File: src/rtl/rwire_bypass_fifo_pkg.sv
// Shared helpers for the RWire bypass FIFO: pointer-width derivation,
// parameter legality check, mode encoding and the register-update delay hook.
`ifndef BSV_ASSIGNMENT_DELAY
`define BSV_ASSIGNMENT_DELAY
`endif

`define RWBF_PARAM_CHECK(d, cw) \
    always_comb begin : param_check \
        assert (rwire_bypass_fifo_pkg::param_ok(d, cw)); \
    end

package rwire_bypass_fifo_pkg;

    localparam logic MODE_EMPTY   = 1'b0;
    localparam logic MODE_HOLDING = 1'b1;

    function automatic int log2(input int n);
        int r;
        r = 0;
        for (int i = 0; i < 31; i++) begin
            if ((1 << i) < n) r = i + 1;
        end
        return r;
    endfunction

    function automatic bit param_ok(input int d, input int cw);
        return (d >= 2) && ((d & (d - 1)) == 0) && (cw == log2(d) + 1);
    endfunction

endpackage

File: src/rtl/rwire_bypass_fifo_if.sv
// Handshake bundle between an upstream RWire producer / downstream consumer
// and the bypass FIFO.
interface rwire_bypass_fifo_if #(
    parameter int width = 1,
    parameter int cntw  = 3
);
    logic             WHAS;
    logic [width-1:0] WGET;
    logic             FULL_N;
    logic             DEQ;
    logic [width-1:0] D_OUT;
    logic             EMPTY_N;
    logic             CLR;
    logic [cntw-1:0]  COUNT;
    logic             ERR_OVF;
    logic             ERR_UDF;

    modport master (
        output WHAS, WGET, DEQ, CLR,
        input  FULL_N, D_OUT, EMPTY_N, COUNT, ERR_OVF, ERR_UDF
    );

    modport slave (
        input  WHAS, WGET, DEQ, CLR,
        output FULL_N, D_OUT, EMPTY_N, COUNT, ERR_OVF, ERR_UDF
    );
endinterface

File: src/rtl/rwire_bypass_fifo_regarray.sv
// width x depth register file: one synchronous write port, one async read port.
// Contents are deliberately not reset.
module fifo_regarray #(
    parameter int width = 1,
    parameter int depth = 4,
    parameter int aw    = 2
) (
    input  logic             clk,
    input  logic             we,
    input  logic [aw-1:0]    waddr,
    input  logic [width-1:0] wdata,
    input  logic [aw-1:0]    raddr,
    output logic [width-1:0] rdata
);
    logic [width-1:0] mem [depth];

    always_ff @(posedge clk) begin
        if (we) mem[waddr] <= `BSV_ASSIGNMENT_DELAY wdata;
    end

    assign rdata = mem[raddr];
endmodule

File: src/rtl/rwire_bypass_fifo.sv
// Bypass FIFO behind an RWire: an empty FIFO forwards WHAS/WGET straight to
// the output; otherwise entries are buffered in order. Sticky overflow/underflow flags.
module rwire_bypass_fifo
    import rwire_bypass_fifo_pkg::*;
#(
    parameter int width = 1,
    parameter int depth = 4,
    parameter int cntw  = 3
) (
    input logic                CLK,
    input logic                RST,
    rwire_bypass_fifo_if.slave io
);
    // mode         | meaning
    // MODE_EMPTY   | cnt==0, output is the live wire value (bypass)
    // MODE_HOLDING | cnt>0, output is the stored head entry
    localparam int pw = log2(depth);

    `RWBF_PARAM_CHECK(depth, cntw)

    logic [pw-1:0]    rp;
    logic [pw-1:0]    wp;
    logic [cntw-1:0]  cnt;
    logic             err_ovf;
    logic             err_udf;
    logic [width-1:0] head;
    logic             mode;
    logic             full_n;
    logic             empty_n;
    logic             bypass;
    logic             enq;
    logic             pop;

    assign mode    = (cnt == '0) ? MODE_EMPTY : MODE_HOLDING;
    assign full_n  = (cnt != cntw'(depth));
    assign empty_n = (mode == MODE_EMPTY) ? io.WHAS : 1'b1;
    assign bypass  = (mode == MODE_EMPTY) & io.WHAS & io.DEQ;

    // full_n comes from registered state only, so a full FIFO rejects a
    // same-cycle enqueue even while the head is being popped.
    assign enq = io.WHAS & full_n & ~bypass & ~io.CLR;
    assign pop = io.DEQ & (mode == MODE_HOLDING) & ~io.CLR;

    fifo_regarray #(
        .width (width),
        .depth (depth),
        .aw    (pw)
    ) u_regarray (
        .clk   (CLK),
        .we    (enq),
        .waddr (wp),
        .wdata (io.WGET),
        .raddr (rp),
        .rdata (head)
    );

    always_ff @(posedge CLK or posedge RST) begin
        if (RST) begin
            rp      <= '0;
            wp      <= '0;
            cnt     <= '0;
            err_ovf <= 1'b0;
            err_udf <= 1'b0;
        end else if (io.CLR) begin
            rp      <= `BSV_ASSIGNMENT_DELAY '0;
            wp      <= `BSV_ASSIGNMENT_DELAY '0;
            cnt     <= `BSV_ASSIGNMENT_DELAY '0;
            err_ovf <= `BSV_ASSIGNMENT_DELAY 1'b0;
            err_udf <= `BSV_ASSIGNMENT_DELAY 1'b0;
        end else begin
            rp  <= `BSV_ASSIGNMENT_DELAY rp + pw'(pop);
            wp  <= `BSV_ASSIGNMENT_DELAY wp + pw'(enq);
            cnt <= `BSV_ASSIGNMENT_DELAY cnt + cntw'(enq) - cntw'(pop);
            if (io.WHAS & ~full_n) err_ovf <= `BSV_ASSIGNMENT_DELAY 1'b1;
            if (io.DEQ & ~empty_n) err_udf <= `BSV_ASSIGNMENT_DELAY 1'b1;
        end
    end

    assign io.FULL_N  = full_n;
    assign io.EMPTY_N = empty_n;
    assign io.D_OUT   = (mode == MODE_EMPTY) ? io.WGET : head;
    assign io.COUNT   = cnt;
    assign io.ERR_OVF = err_ovf;
    assign io.ERR_UDF = err_udf;
endmodule
File: src/flat_wrapper.sv
// flat-port wrapper written by rule: the top's interface ports become plain ports
module rwire_bypass_fifo_flat import rwire_bypass_fifo_pkg::*;
#(
    parameter int width = 1,
    parameter int depth = 4,
    parameter int cntw  = 3
)
  (CLK, RST, io_WHAS, io_WGET, io_DEQ, io_CLR, io_FULL_N, io_D_OUT, io_EMPTY_N, io_COUNT, io_ERR_OVF, io_ERR_UDF);
  rwire_bypass_fifo_if #(.width(width), .cntw(cntw)) io_i ();
  input logic CLK;
  input logic RST;
  input wire logic [$bits(io_i.WHAS)-1:0] io_WHAS;
  input wire logic [$bits(io_i.WGET)-1:0] io_WGET;
  input wire logic [$bits(io_i.DEQ)-1:0] io_DEQ;
  input wire logic [$bits(io_i.CLR)-1:0] io_CLR;
  output wire logic [$bits(io_i.FULL_N)-1:0] io_FULL_N;
  output wire logic [$bits(io_i.D_OUT)-1:0] io_D_OUT;
  output wire logic [$bits(io_i.EMPTY_N)-1:0] io_EMPTY_N;
  output wire logic [$bits(io_i.COUNT)-1:0] io_COUNT;
  output wire logic [$bits(io_i.ERR_OVF)-1:0] io_ERR_OVF;
  output wire logic [$bits(io_i.ERR_UDF)-1:0] io_ERR_UDF;
  assign io_i.WHAS = io_WHAS;
  assign io_i.WGET = io_WGET;
  assign io_i.DEQ = io_DEQ;
  assign io_i.CLR = io_CLR;
  assign io_FULL_N = io_i.FULL_N;
  assign io_D_OUT = io_i.D_OUT;
  assign io_EMPTY_N = io_i.EMPTY_N;
  assign io_COUNT = io_i.COUNT;
  assign io_ERR_OVF = io_i.ERR_OVF;
  assign io_ERR_UDF = io_i.ERR_UDF;
  rwire_bypass_fifo #(.width(width), .depth(depth), .cntw(cntw)) u_core (.CLK(CLK), .RST(RST), .io(io_i));
endmodule
File: config.mk
export PLATFORM = sky130hd
export DESIGN_NAME = rwire_bypass_fifo_flat
export DESIGN_NICKNAME = d
export VERILOG_FILES = /design/src/rtl/rwire_bypass_fifo_pkg.sv /design/src/rtl/rwire_bypass_fifo_if.sv /design/src/rtl/rwire_bypass_fifo_regarray.sv /design/src/rtl/rwire_bypass_fifo.sv /design/src/flat_wrapper.sv
export SDC_FILE = /design/constraint.sdc
export NUM_CORES = 1
export LEC_CHECK = 0
export ABC_AREA = 1
export BUFFER_PORTS_ARGS = -buffer_cell sky130_fd_sc_hd__buf_2
export CELL_PAD_IN_SITES_DETAIL_PLACEMENT = 1
export CELL_PAD_IN_SITES_GLOBAL_PLACEMENT = 2
export CORE_MARGIN = 8
export CORE_UTILIZATION = 30
export CTS_BUF_LIST = sky130_fd_sc_hd__clkbuf_8
export DETAILED_ROUTE_END_ITERATION = 6
export GPL_TIMING_DRIVEN = 0
export PLACE_DENSITY_LB_ADDON = 0.1
export REMOVE_ABC_BUFFERS = 1
export SYNTH_ARGS = -nofsm -noshare
export SYNTH_HDL_FRONTEND = slang
export SYNTH_HIERARCHICAL = 1
export SYNTH_SLANG_ARGS = --single-unit
File: constraint.sdc
create_clock -name CLK -period 1.93 [get_ports CLK]
set_input_delay 0.0965 -clock CLK [delete_from_list [all_inputs] [get_ports CLK]]
set_output_delay 0.0965 -clock CLK [all_outputs]
set_load 0.03 [all_outputs]
==> impl_metrics.env <==
export IMPL_drive_gt1_share_pct=41.5
export IMPL_htreeDepth=1
export IMPL_critPathLaunch="u_core/io.COUNT[2]$_DFF_PP0_"
export IMPL_final_nets=118
export IMPL_start_kind="register"
export IMPL_p_leak_nw=0.486
export IMPL_p_total_mw=1.34
export IMPL_syn_avg_cell_area_um2=8.94
export IMPL_root_buffer="clkbuf_8"
export IMPL_ioPinCount=14
export IMPL_cts_buffers=3
export IMPL_rsz0062_at_grt="yes"
export IMPL_synth_cell_area_um2=733
export IMPL_drc=0
export IMPL_overflow=0
export IMPL_initial_utilization_pct=30.7
export IMPL_area_delta_synth_final_pct=35.0
export IMPL_vias_per_cell=4.19
export IMPL_die_h_um=65.4
export IMPL_hold_violations=0
export IMPL_yosysWarnings=6
export IMPL_fp_dieW_um=65.4
export IMPL_track_usage_pct=8.81
export IMPL_num_antenna_cells=0
export IMPL_tightest_slew_ps=373
export IMPL_insertion_delay_ps=240
export IMPL_setup_viol=0
export IMPL_crit_arrival_ps=2040
export IMPL_drv_cap=0
export IMPL_hpwl_mm=1.17
export IMPL_wl_mm=1.68
export IMPL_finalWorstSetupSlack_ps=6.73
export IMPL_clk_path_buf_depth=2
export IMPL_antenna_found_initial=0
export IMPL_antenna_left=0
export IMPL_gp_congestion=0.659
export IMPL_io_buffers=13
export IMPL_via_count=570
export IMPL_first_pass_iters=3
export IMPL_fmax_mhz=520
export IMPL_pre_cts_ws_ps=-168
export IMPL_grt_pass1_wl_mm=2.88
export IMPL_endpoint_kind="register"
export IMPL_hold_path_class="in2reg"
export IMPL_peakVddDrop_uv=565
export IMPL_outcome="finished, final reports clean"
export IMPL_fin_crit_ps=1920
export IMPL_r2r_start="u_core/io.COUNT[2]$_DFF_PP0_"
export IMPL_relSlewSlack_pct=75.1
export IMPL_yosysUniqueCellTypes=23
export IMPL_grt_max_degree=10
export IMPL_rows=18
export IMPL_clock_skew_ps=1.83
export IMPL_syn_inst=82
export IMPL_grt_pass1_vias=680
export IMPL_drt_iter0_markers=28
export IMPL_fp_dieArea_um2=4280
export IMPL_path_class="reg2reg"
export IMPL_cts_tree="built"
export IMPL_cts_sinks=13
export IMPL_crit_fanout=2
export IMPL_ys_ff_latch=13
export IMPL_clk_pin_slew_worst_paths_ps=60
export IMPL_drv_slew=0
export IMPL_yosysSeqAreaShare_pct=47.1
export IMPL_hp_start="io_WGET"
export IMPL_wl_per_cell_um=12.3
export IMPL_p_per_area_nw_per_um2=1360
export IMPL_core_area_um2=2390
export IMPL_worstPathRequired_ps=2050
export IMPL_fin_crit_sh_pct=99.7
==> final cells by class <==
| class | instances | area [µm²] |
|---|---|---|
| Fill cell | 300 | 1400 |
| Tap cell | 30 | 37.5 |
| Inverter | 21 | 83.8 |
| Multi-Input combinational cell | 47 | 348 |
| Clock inverter | 1 | 3.75 |
| Sequential cell | 13 | 348 |
| Clock buffer | 3 | 41.3 |
| Timing Repair Buffer | 21 | 128 |
==> kinds of logic after synthesis <==
logic type / after synthesis / synth area share, %
and+or+nand+nor: 36 / 24.7
buffers and inverters: 22 / 13.0
DFF: 13 / 47.1
adders and majority gates: 5 / 9.56
AOI/OAI and AO/OA: 4 / 3.24
xor gates and xnor gates: 2 / 2.39
==> cell usage after synthesis (all sizes together) <==
library cell	number	area share, %
nand2	17	10
edfxtp	4	16
fa	1	2.7
a21oi	2	1.9
nor2	10	6.5
dfrtp	9	31
xnor2	2	2.4
inv	21	11
nand3	4	3.4
buf	1	1.5
ha	4	6.8
o21ai	2	1.4
nor3	5	4.8
==> metrics by stage <==
step / cells / utilization [%] / instance area (µm²) / hold WS [ps] / TNS (ps)
finish: 136 / 41.5 / 990 / 85.4 / 0
global route: 136 / 41.5 / 990 / 94.2 / -174
CTS: 135 / 39.4 / 940 / 82.8 / 0
detailed placement: 124 / 34.5 / 825 / 99.3 / -263
global placement: 124 / 34.5 / 825 / 96.2 / -259
floorplan: 81 / - / 722 / -75.6 / -257
==> timing repair <==
item,in CTS,in global routing
gates resized for setup,5,9
endpoints found under the hold margin,9,0
buffers inserted,6,1
pin swaps,3,6
endpoints found under the setup margin,2,2
hold buffers,1,0
==> power by group <==
part | leakage [nW] | internal, mW | switching [mW] | total, mW
sequential | 0.156 | 0.338 | 0.0559 | 0.394
combinational | 0.303 | 0.275 | 0.437 | 0.712
clock | 0.0269 | 0.140 | 0.0968 | 0.237
==> critical path, cell delays in order, from the launching register on <==
cell     delay (ps)
dfrtp_1         390
inv_2            90
nand2_2          60
a21oi_2         170
inv_2            70
ha_4            230
inv_2            60
ha_4            120
inv_2            40
fa_2            550
nor2_1           40
==> state kept, by name, indices dropped and copies added (netlist names) <==
name                   count
u_core/u_regarray/mem      4
u_core/io.ERR_UDF          1
u_core/rp                  2
u_core/wp                  2
u_core/io.COUNT            3
u_core/io.ERR_OVF          1
==> worst paths after layout <==
| kind | to | slack, ps | depth (start not counted) |
|---|---|---|---|
| max | u_core/io.COUNT[1]$_DFF_PP0_ | 7 | 10 |
| max reg2reg | u_core/io.COUNT[1]$_DFF_PP0_ | 7 | 10 |
| min | u_core/u_regarray/mem[3]$_DFFE_PP_ | 90 | 1 |
| min reg2reg | u_core/io.ERR_UDF$_DFFE_PP0P_ | 480 | 2 |
| max in group asynchronous | u_core/io.COUNT[1]$_DFF_PP0_ | 1270 | 3 |
| min in group asynchronous | u_core/io.COUNT[2]$_DFF_PP0_ | 370 | 3 |
==> metal layers <==
layer	GRT usage [%]	vias to the layer above	part of all wire, %
li1	-	294	-
met1	9.99	267	44
met2	14.6	7	52
met3	2.38	2	2.6
met4	4.90	0	0.90
met5	0	-	0
==> placed cells by master (no fill, tap or decap), drive strengths merged <==
| master | instances |
|---|---|
| fa | 1 |
| dlygate4sd3 | 1 |
| xnor2 | 2 |
| edfxtp | 4 |
| nand3 | 4 |
| ha | 4 |
| o21ai | 2 |
| a21oi | 2 |
| nor3 | 5 |
| dfrtp | 9 |
| buf | 20 |
| nor2 | 10 |
| clkbuf | 3 |
| nand2 | 17 |
| inv | 22 |
Power figures use the tool's default switching activity.
